==> config.mk <==
export PLATFORM = sky130hd
export DESIGN_NAME = exp_update_pipe
export DESIGN_NICKNAME = d
export VERILOG_FILES = /design/src/rtl/fp_exp_pkg.sv /design/src/rtl/exp_range_check.sv /design/src/rtl/exp_update_pipe.sv
export SDC_FILE = /design/constraint.sdc
export NUM_CORES = 1
export LEC_CHECK = 0
export CAP_MARGIN = 40
export CORE_MARGIN = 8
export CORE_UTILIZATION = 54
export CTS_CLUSTER_SIZE = 25
export DETAILED_ROUTE_END_ITERATION = 8
export PLACE_DENSITY_LB_ADDON = 0.25
export SLEW_MARGIN = 20
export SYNTH_ARGS = -nofsm -noshare
export SYNTH_HDL_FRONTEND = slang
export SYNTH_SLANG_ARGS = --single-unit
==> constraint.sdc <==
create_clock -name i_clk -period 5.2 [get_ports i_clk]
set_input_delay 1.04 -clock i_clk [delete_from_list [all_inputs] [get_ports i_clk]]
set_output_delay 1.04 -clock i_clk [all_outputs]
set_load 0.01 [all_outputs]
==> src/rtl/fp_exp_pkg.sv <==
// Shared definitions for the FP multiplier exponent update stage:
// FSM encoding, exponent upper limit and internal adder width.
package fp_exp_pkg;

    typedef enum logic [1:0] {
        IDLE     = 2'd0,
        WAIT_RND = 2'd1,
        OUT      = 2'd2
    } exp_state_e;

    // Largest finite biased exponent for a W-bit exponent field.
    function automatic int U_LIMIT(input int W);
        return (1 << W) - 2;
    endfunction

    // Two guard bits: one for sign, one for headroom above the Inf exponent.
    function automatic int unsigned exp_int_width(input int unsigned W);
        return W + 2;
    endfunction

endpackage

==> src/rtl/exp_range_check.sv <==
// Classifies the final exponent as overflow/underflow/normal.
// Saturation of the exponent on out-of-range results is enabled by EXP_SAT_EN.
module exp_range_check
    import fp_exp_pkg::*;
#(
    parameter int unsigned W_Exp = 8
) (
    input  logic [W_Exp+1:0] i_e2,
    output logic             o_overflow,
    output logic             o_underflow,
    output logic [W_Exp-1:0] o_exp
);

    localparam int unsigned W_INT = exp_int_width(W_Exp);
    localparam logic [W_INT-1:0] L_LIMIT = W_INT'(U_LIMIT(W_Exp));

    logic w_overflow;
    logic w_underflow;

    assign w_overflow  = $signed(i_e2) > $signed(L_LIMIT);
    assign w_underflow = i_e2[W_INT-1] | (i_e2 == '0);

    assign o_overflow  = w_overflow;
    assign o_underflow = w_underflow;

`ifdef EXP_SAT_EN
    always_comb begin
        o_exp = i_e2[W_Exp-1:0];
        if (w_overflow) begin
            o_exp = '1;
        end else if (w_underflow) begin
            o_exp = '0;
        end
    end
`else
    assign o_exp = i_e2[W_Exp-1:0];
`endif

endmodule

==> src/rtl/exp_update_pipe.sv <==
// Exponent update stage: normalisation increment, wait for post-round carry,
// second increment and range classification. Optional saturation: EXP_SAT_EN.
module exp_update_pipe
    import fp_exp_pkg::*;
#(
    parameter int unsigned W_Exp = 8
) (
    input  logic             i_clk,
    input  logic             i_rst_n,
    input  logic             i_flush,
    input  logic             i_in_valid,
    output logic             o_in_ready,
    input  logic [W_Exp+1:0] i_exp_pr,
    input  logic             i_exp_na,
    input  logic             i_rnd_valid,
    input  logic             i_rnd_carry,
    output logic             o_rnd_ready,
    output logic             o_out_valid,
    input  logic             i_out_ready,
    output logic [W_Exp-1:0] o_exp_act,
    output logic             o_overflow_b,
    output logic             o_underflow_b
);

    localparam int unsigned W_INT = exp_int_width(W_Exp);

    exp_state_e       r_state;
    logic [W_INT-1:0] r_e1;
    logic [W_Exp-1:0] r_exp_act;
    logic             r_overflow;
    logic             r_underflow;

    logic [W_INT-1:0] w_e1_next;
    logic [W_INT-1:0] w_e2;
    logic             w_overflow;
    logic             w_underflow;
    logic [W_Exp-1:0] w_exp_sat;

    assign w_e1_next = i_exp_pr + {{(W_INT-1){1'b0}}, i_exp_na};
    assign w_e2      = r_e1 + {{(W_INT-1){1'b0}}, i_rnd_carry};

    exp_range_check #(
        .W_Exp (W_Exp)
    ) u_range_check (
        .i_e2        (w_e2),
        .o_overflow  (w_overflow),
        .o_underflow (w_underflow),
        .o_exp       (w_exp_sat)
    );

    // in_ready is held low while reset is asserted even though the state reads IDLE.
    assign o_in_ready  = i_rst_n & ((r_state == IDLE) | ((r_state == OUT) & i_out_ready));
    assign o_rnd_ready = (r_state == WAIT_RND);
    assign o_out_valid = (r_state == OUT);

    assign o_exp_act     = r_exp_act;
    assign o_overflow_b  = r_overflow;
    assign o_underflow_b = r_underflow;

    always_ff @(posedge i_clk or negedge i_rst_n) begin
        if (!i_rst_n) begin
            r_state     <= IDLE;
            r_e1        <= '0;
            r_exp_act   <= '0;
            r_overflow  <= 1'b0;
            r_underflow <= 1'b0;
        end else if (i_flush) begin
            r_state     <= IDLE;
            r_overflow  <= 1'b0;
            r_underflow <= 1'b0;
        end else begin
            unique case (r_state)
                IDLE: begin
                    if (i_in_valid) begin
                        r_e1    <= w_e1_next;
                        r_state <= WAIT_RND;
                    end
                end
                WAIT_RND: begin
                    if (i_rnd_valid) begin
                        r_exp_act   <= w_exp_sat;
                        r_overflow  <= w_overflow;
                        r_underflow <= w_underflow;
                        r_state     <= OUT;
                    end
                end
                OUT: begin
                    if (i_out_ready) begin
                        if (i_in_valid) begin
                            r_e1    <= w_e1_next;
                            r_state <= WAIT_RND;
                        end else begin
                            r_state <= IDLE;
                        end
                    end
                end
                default: r_state <= IDLE;
            endcase
        end
    end

endmodule

==> results.cfg, run 1 <==
[status]
status = complete, no violations

[route]
wl_per_cell_um = 13.53
drc_errors = 0
drtIter0Drc = 36
dr.pass1.iters = 4
vias_per_cell = 5.571
final_antenna_net_count = 0
vias = 1181
wirelength_mm = 2.868

[synth]
seq_area_frac_synth = 0.3904
synthCells = 156
synth_nets = 178
yosysWarnings = 0
syn-mean-instance-area_um2 = 9.039
synth_cell_type_count = 38
synth_area_mm2 = 0.001410
yosys_register_bits = 22

[grt]
grt_use_total = 0.1412
grt_remaining_overflow = 0
grt_pass1_vias = 1195
grt_start_max_net_pins = 24
grt_pass1_wl_mm = 5.126
grt_antenna_before_repair = 0

[critical_path]
rr_startpoint = r_e1[0]
worstSetupPathType = input port to primary output
start_kind = input port
crit_fanout = 23
r2r_cells = 7
worstSetupEndpointType = primary output
cp.arrival_ns = 2.58
worstPathRequired_ns = 4.16
rr_endpoint = o_underflow_b
rrSetupSlack_ns = 2.91

[sta]
slew_headroom = 0.6482
setup-violations-final = 0
fin_crit_sh = 0.6953
worstMarginPinSlew_ns = 0.5204
timing.final.ws_setup_ns = 1.584
period_minus_slack_ns = 3.616
max_freq_mhz = 276.6
finClkSkew_ns = 0.008370
fin_tns_setup_ns = 0
finalHoldViolations = 0
maxSlewViolCount = 0
rsz0062_at_grt = false

[cells_and_area]
diodes = 0
final_cell_mix = clkdlybuf4s50_1, dfrtp_1, nor2_1
area_growth_pct = 23.16
nets = 206
layout-drive-gt1-share = 0.08242
final_common_cell = clkdlybuf4s50_1

[worst_hold_path]
holdCritStartpoint = o_exp_act[1]
hold_depth = 1
hold_path.class = flip-flop to flip-flop
whs_endpoint = o_exp_act[1]

[power_and_ir_drop]
swShare = 0.3439
p_sw_w = 0.0001894
power_w = 0.0005506
power_leakage_nw = 0.6699
pwr-share-seq = 0.477
comb_power_share = 0.385
p_int_w = 0.0003612
clockPowerShare = 0.138
power_density_mw_per_mm2 = 317.0
vdd_ir_drop_max_mv = 0.1944

[placed_design]
hpwl_mm = 2.346
dp_slack_ns = 1.546
io_buffer_count = 30
place_congestion = 0.9198

[clock_tree]
cts-root-buf = clkbuf_4
clkLatencyLatePin_ns = 0.30
cts.sinks = 22
cts_resized = 0
cts_tree = yes
cts_buffers = 3
cts_setup_buffers = 0
cts_hold_buf = 0
cts_max_level = 1
clk_transition_reported_paths_ns = 0.12
cts_buffer_depth = 2

[floorplanning]
die_area_mm2 = 0.004502
start_util = 0.5692
core_mm2 = 0.002477
die_x_um = 67.10
ios = 31
num_rows = 18
die_h_um = 67.10

[flow_run]
maxCapViolCount = 0
==> metal layers <==
| layer | track usage | share of wire |
|---|---|---|
| met5 | 0 | 0 |
| met3 | 0.02852 | 0.040 |
| met4 | 0.05744 | 0.015 |
| met2 | 0.2389 | 0.50 |
| met1 | 0.1708 | 0.44 |
==> power by group through the flow <==
stage                     clock network (W)  registers, W  logic, W
after CTS                         0.0000781      0.000263  0.000215
after detailed placement                  0      0.000267  0.000214
after global routing              0.0000859      0.000272  0.000234
after global placement                    0      0.000263  0.000208
final                             0.0000761      0.000263  0.000212
after floorplan                           0      0.000254  0.000131
==> logic make-up after synthesis <==
family	Yosys count	synth area share
XOR/XNOR	17	0.1056
multiplexers	5	0.03904
AND/OR/NAND/NOR	69	0.2520
flip-flops	22	0.3904
buffers and inverters	11	0.03993
AO/OA/AOI/OAI	28	0.1375
adder cells (fa/ha/maj)	4	0.03549
==> final cells by class <==
type	instances	area (um2)
Clock buffer	3	22.52
Fill cell	214	740.7
Inverter	2	7.507
Multi-Input combinational cell	123	803.3
Sequential cell	22	550.5
Tap cell	30	37.54
Timing Repair Buffer	32	315.3
==> sequential cells by signal, indices dropped and copies added, names as in the netlist <==
signal,cells
r_state,2
o_underflow_b,1
o_overflow_b,1
r_e1,10
o_exp_act,8
==> synth_stat cells <==
| master | n | area [um2] |
|---|---|---|
| buf_2 | 6 | 30.03 |
| nand3_1 | 8 | 40.04 |
| nor3_1 | 5 | 25.02 |
| and2_1 | 1 | 6.260 |
| or4b_2 | 1 | 10.01 |
| a211o_1 | 1 | 8.760 |
| nand2b_1 | 1 | 6.260 |
| nand3b_1 | 1 | 7.510 |
| o31ai_1 | 1 | 7.510 |
| o211ai_2 | 1 | 12.51 |
| o21ai_0 | 9 | 45.04 |
| mux2i_1 | 1 | 10.01 |
| or3_4 | 1 | 11.26 |
| nor3b_1 | 2 | 15.01 |
| inv_1 | 2 | 7.510 |
| xor2_1 | 8 | 70.07 |
| and2b_1 | 1 | 7.510 |
| a21oi_1 | 10 | 50.05 |
| ha_1 | 4 | 50.05 |
| a31oi_1 | 2 | 12.51 |
| and4b_1 | 1 | 10.01 |
| a211oi_2 | 1 | 12.51 |
| and4_4 | 1 | 11.26 |
| nor2_1 | 18 | 67.56 |
| nor4_1 | 1 | 6.260 |
| nand4_1 | 2 | 12.51 |
| xnor2_1 | 9 | 78.83 |
| nor4b_1 | 1 | 8.760 |
| nor2b_1 | 7 | 43.79 |
| nand2_1 | 16 | 60.06 |
| a311o_1 | 1 | 10.01 |
| mux2_2 | 4 | 45.04 |
| dfrtp_1 | 22 | 550.5 |
| clkbuf_1 | 2 | 7.510 |
| a2111oi_4 | 1 | 27.53 |
| buf_6 | 1 | 11.26 |
| o211ai_1 | 1 | 7.510 |
| and3_1 | 1 | 6.260 |
==> through the flow <==
stage          instance area (um2)  instances  utilization  hold WS (ns)
6_report                      1737        212       0.7010        0.5213
5_1_grt                       1737        212       0.7010        0.5676
4_1_cts                       1737        212       0.7010        0.5238
3_5_place_dp                  1714        209       0.6919        0.4952
3_3_place_gp                  1714        209       0.6919        0.4895
2_1_floorplan                 1410        156            -        0.4835
==> critical path, cell delays in order <==
cell	delay, ns
clkdlybuf4s50_1	0.45
buf_4	0.28
nor3b_1	0.23
clkdlybuf4s50_1	0.57
==> how the worst max path moves through the flow <==
stage | cells past startpoint | to | start
after floorplan | 7 | o_underflow_b | i_rnd_carry
after global routing | 4 | o_in_ready | i_rst_n
final | 4 | o_in_ready | i_rst_n
after CTS | 4 | o_in_ready | i_rst_n
after detailed placement | 4 | o_in_ready | i_rst_n
after global placement | 4 | o_in_ready | i_rst_n
Note: power is estimated with default switching activity, not from simulation.
==> run 2, diff against run 1 <==
Settings changed: CORE_UTILIZATION 54 to 45.
Clock period 5.2 ns to 3.25 ns, I/O delays scaled along.
==> run 2 against run 1 <==
Effect of this change: final cell count up 7.1%; sequential share of layout area decreased by 0.56 points; first-iteration DRC count rose by 56%; count of clock-buffer cells in the layout is 1 higher; global-route usage shrank 1.9 points; register-to-register slack lost 1.9 ns; design area grew 1.8%; via count is 0.68% higher; routed wire length is 8.0% higher; critical endpoint is now o_underflow_b; highest routed layer unchanged.
==> results.cfg, run 2 (synthesis results as in run 1) <==
[status]
status = complete, no violations

[critical_path]
worstSetupPathType = input port to flip-flop
slowest_delay_ns = 0.40
worstSetupEndpointType = flip-flop
start_kind = input port
crit_family = compound AO/OA/AOI/OAI gates
slowest_stage = clkdlybuf4s50_1
cp_common_cell = ha_1
rrSetupSlack_ns = 0.99
worstPathRequired_ns = 3.48
crit_fanout = 9
cp.arrival_ns = 2.86
crit_chain = clkdlybuf4s50_1 -> ha_1 -> ha_1 -> and4_4 -> or3_4 -> a2111oi_4 -> o211ai_2 -> a211oi_2
path_buf_inv = 1

[grt]
grt_start_max_net_pins = 23
grt_busiest_layer = met2
use_met3 = 0.03168
use_met1 = 0.1344
grt_antenna_before_repair = 0
grt_use_total = 0.1220
met2_usage = 0.2146
grt_pass1_wl_mm = 5.161
grt_pass1_vias = 1182
grt_remaining_overflow = 0

[placed_design]
dp_slack_ns = 0.2987
hpwl_mm = 2.480
place_congestion = 0.8769
io_buffer_count = 30

[cells_and_area]
area_growth_pct = 25.38
fillers = 284
layout-drive-gt1-share = 0.08743
final_common_cell = clkdlybuf4s50_1
largest_reg_flops = 10
diodes = 0
largest_register = r_e1
final_cell_mix = clkdlybuf4s50_1, dfrtp_1, nor2_1
nets = 206

[clock_tree]
cts_buffers = 3
clk_transition_reported_paths_ns = 0.12
cts_setup_buffers = 0
cts-root-buf = clkbuf_4
cts_tree = yes
cts_max_level = 1
cts.sinks = 22
clkLatencyLatePin_ns = 0.30
cts_resized = 0
cts_hold_buf = 0
cts_buffer_depth = 2

[route]
dr.pass1.iters = 4
drc_errors = 0
vias = 1189
drtIter0Drc = 56
wl_per_cell_um = 13.65
vias_per_cell = 5.238
final_antenna_net_count = 0
wirelength_mm = 3.098

[power_and_ir_drop]
power_w = 0.0009146
power_leakage_nw = 0.6771
vdd_ir_drop_max_mv = 0.1784
power_density_mw_per_mm2 = 517.3

[floorplanning]
die_x_um = 71.98
ios = 31
die_area_mm2 = 0.005181
start_util = 0.4657
num_rows = 20
die_h_um = 71.98
core_mm2 = 0.003028

[worst_hold_path]
hold_path.class = flip-flop to flip-flop

[sta]
max_freq_mhz = 381.1
finClkSkew_ns = 0.003279
slew_headroom = 0.6101
maxSlewViolCount = 0
worstMarginPinSlew_ns = 0.5826
setup-violations-final = 0
fin_crit_sh = 0.8074
timing.final.ws_setup_ns = 0.6261
finalHoldViolations = 0
period_minus_slack_ns = 2.624
rsz0062_at_grt = false
fin_tns_setup_ns = 0

[flow_run]
maxCapViolCount = 0
-- run 2: changes by cell type in the layout (fill, tap and decap cells not counted), sizes merged --
cell / change
clkbuf: +1
-- run 2: layout make-up --
type	instances	area (um2)	area share
Multi-Input combinational cell	123	803.3	0.4544
Sequential cell	22	550.5	0.3114
Timing Repair Buffer	32	315.3	0.1783
Tap cell	44	55.05	0.03114
Clock buffer	4	36.28	0.02052
Inverter	2	7.507	0.004246
-- run 2: power breakdown --
group	internal (W)	switching (W)
combinational	0.000193	0.000148
sequential	0.000342	0.0000808
clock	0.0000683	0.0000823
-- run 2: worst paths after layout --
kind,startpoint,endpoint,cells after the start
setup / recovery,i_rnd_carry,o_underflow_b,8
hold / removal,o_exp_act[1],o_exp_act[1],1
setup reg to reg,r_e1[0],o_underflow_b,7
hold reg to reg,o_exp_act[1],o_exp_act[1],1
max in group asynchronous,i_rst_n,o_exp_act[2],2
min in group asynchronous,i_rst_n,o_exp_act[7],2
-- run 2: stage by stage --
step | hold WS, ns | instance area, um2 | std cells | util
finish | 0.5200 | 1768 | 227 | 0.5839
detailed placement | 0.5002 | 1732 | 223 | 0.5719
floorplan | 0.3544 | 1410 | 156 | -
CTS | 0.5282 | 1768 | 227 | 0.5839
global route | 0.5353 | 1768 | 227 | 0.5839
global placement | 0.4899 | 1732 | 223 | 0.5719
-- run 2: worst reg2reg max path, delay by kind of cell (launching register included) --
kind,cells,cell delay [ns]
AO/OA/AOI/OAI,3,0.66
AND/OR/NAND/NOR,2,0.58
adder cells (fa/ha/maj),2,0.55
flip-flops,1,0.40
-- run 2: per-layer routing --
metal,routed length (um),part of all wire
met5,0,0
met4,15,0.0048
met3,143,0.046
met2,1609,0.52
met1,1330,0.43
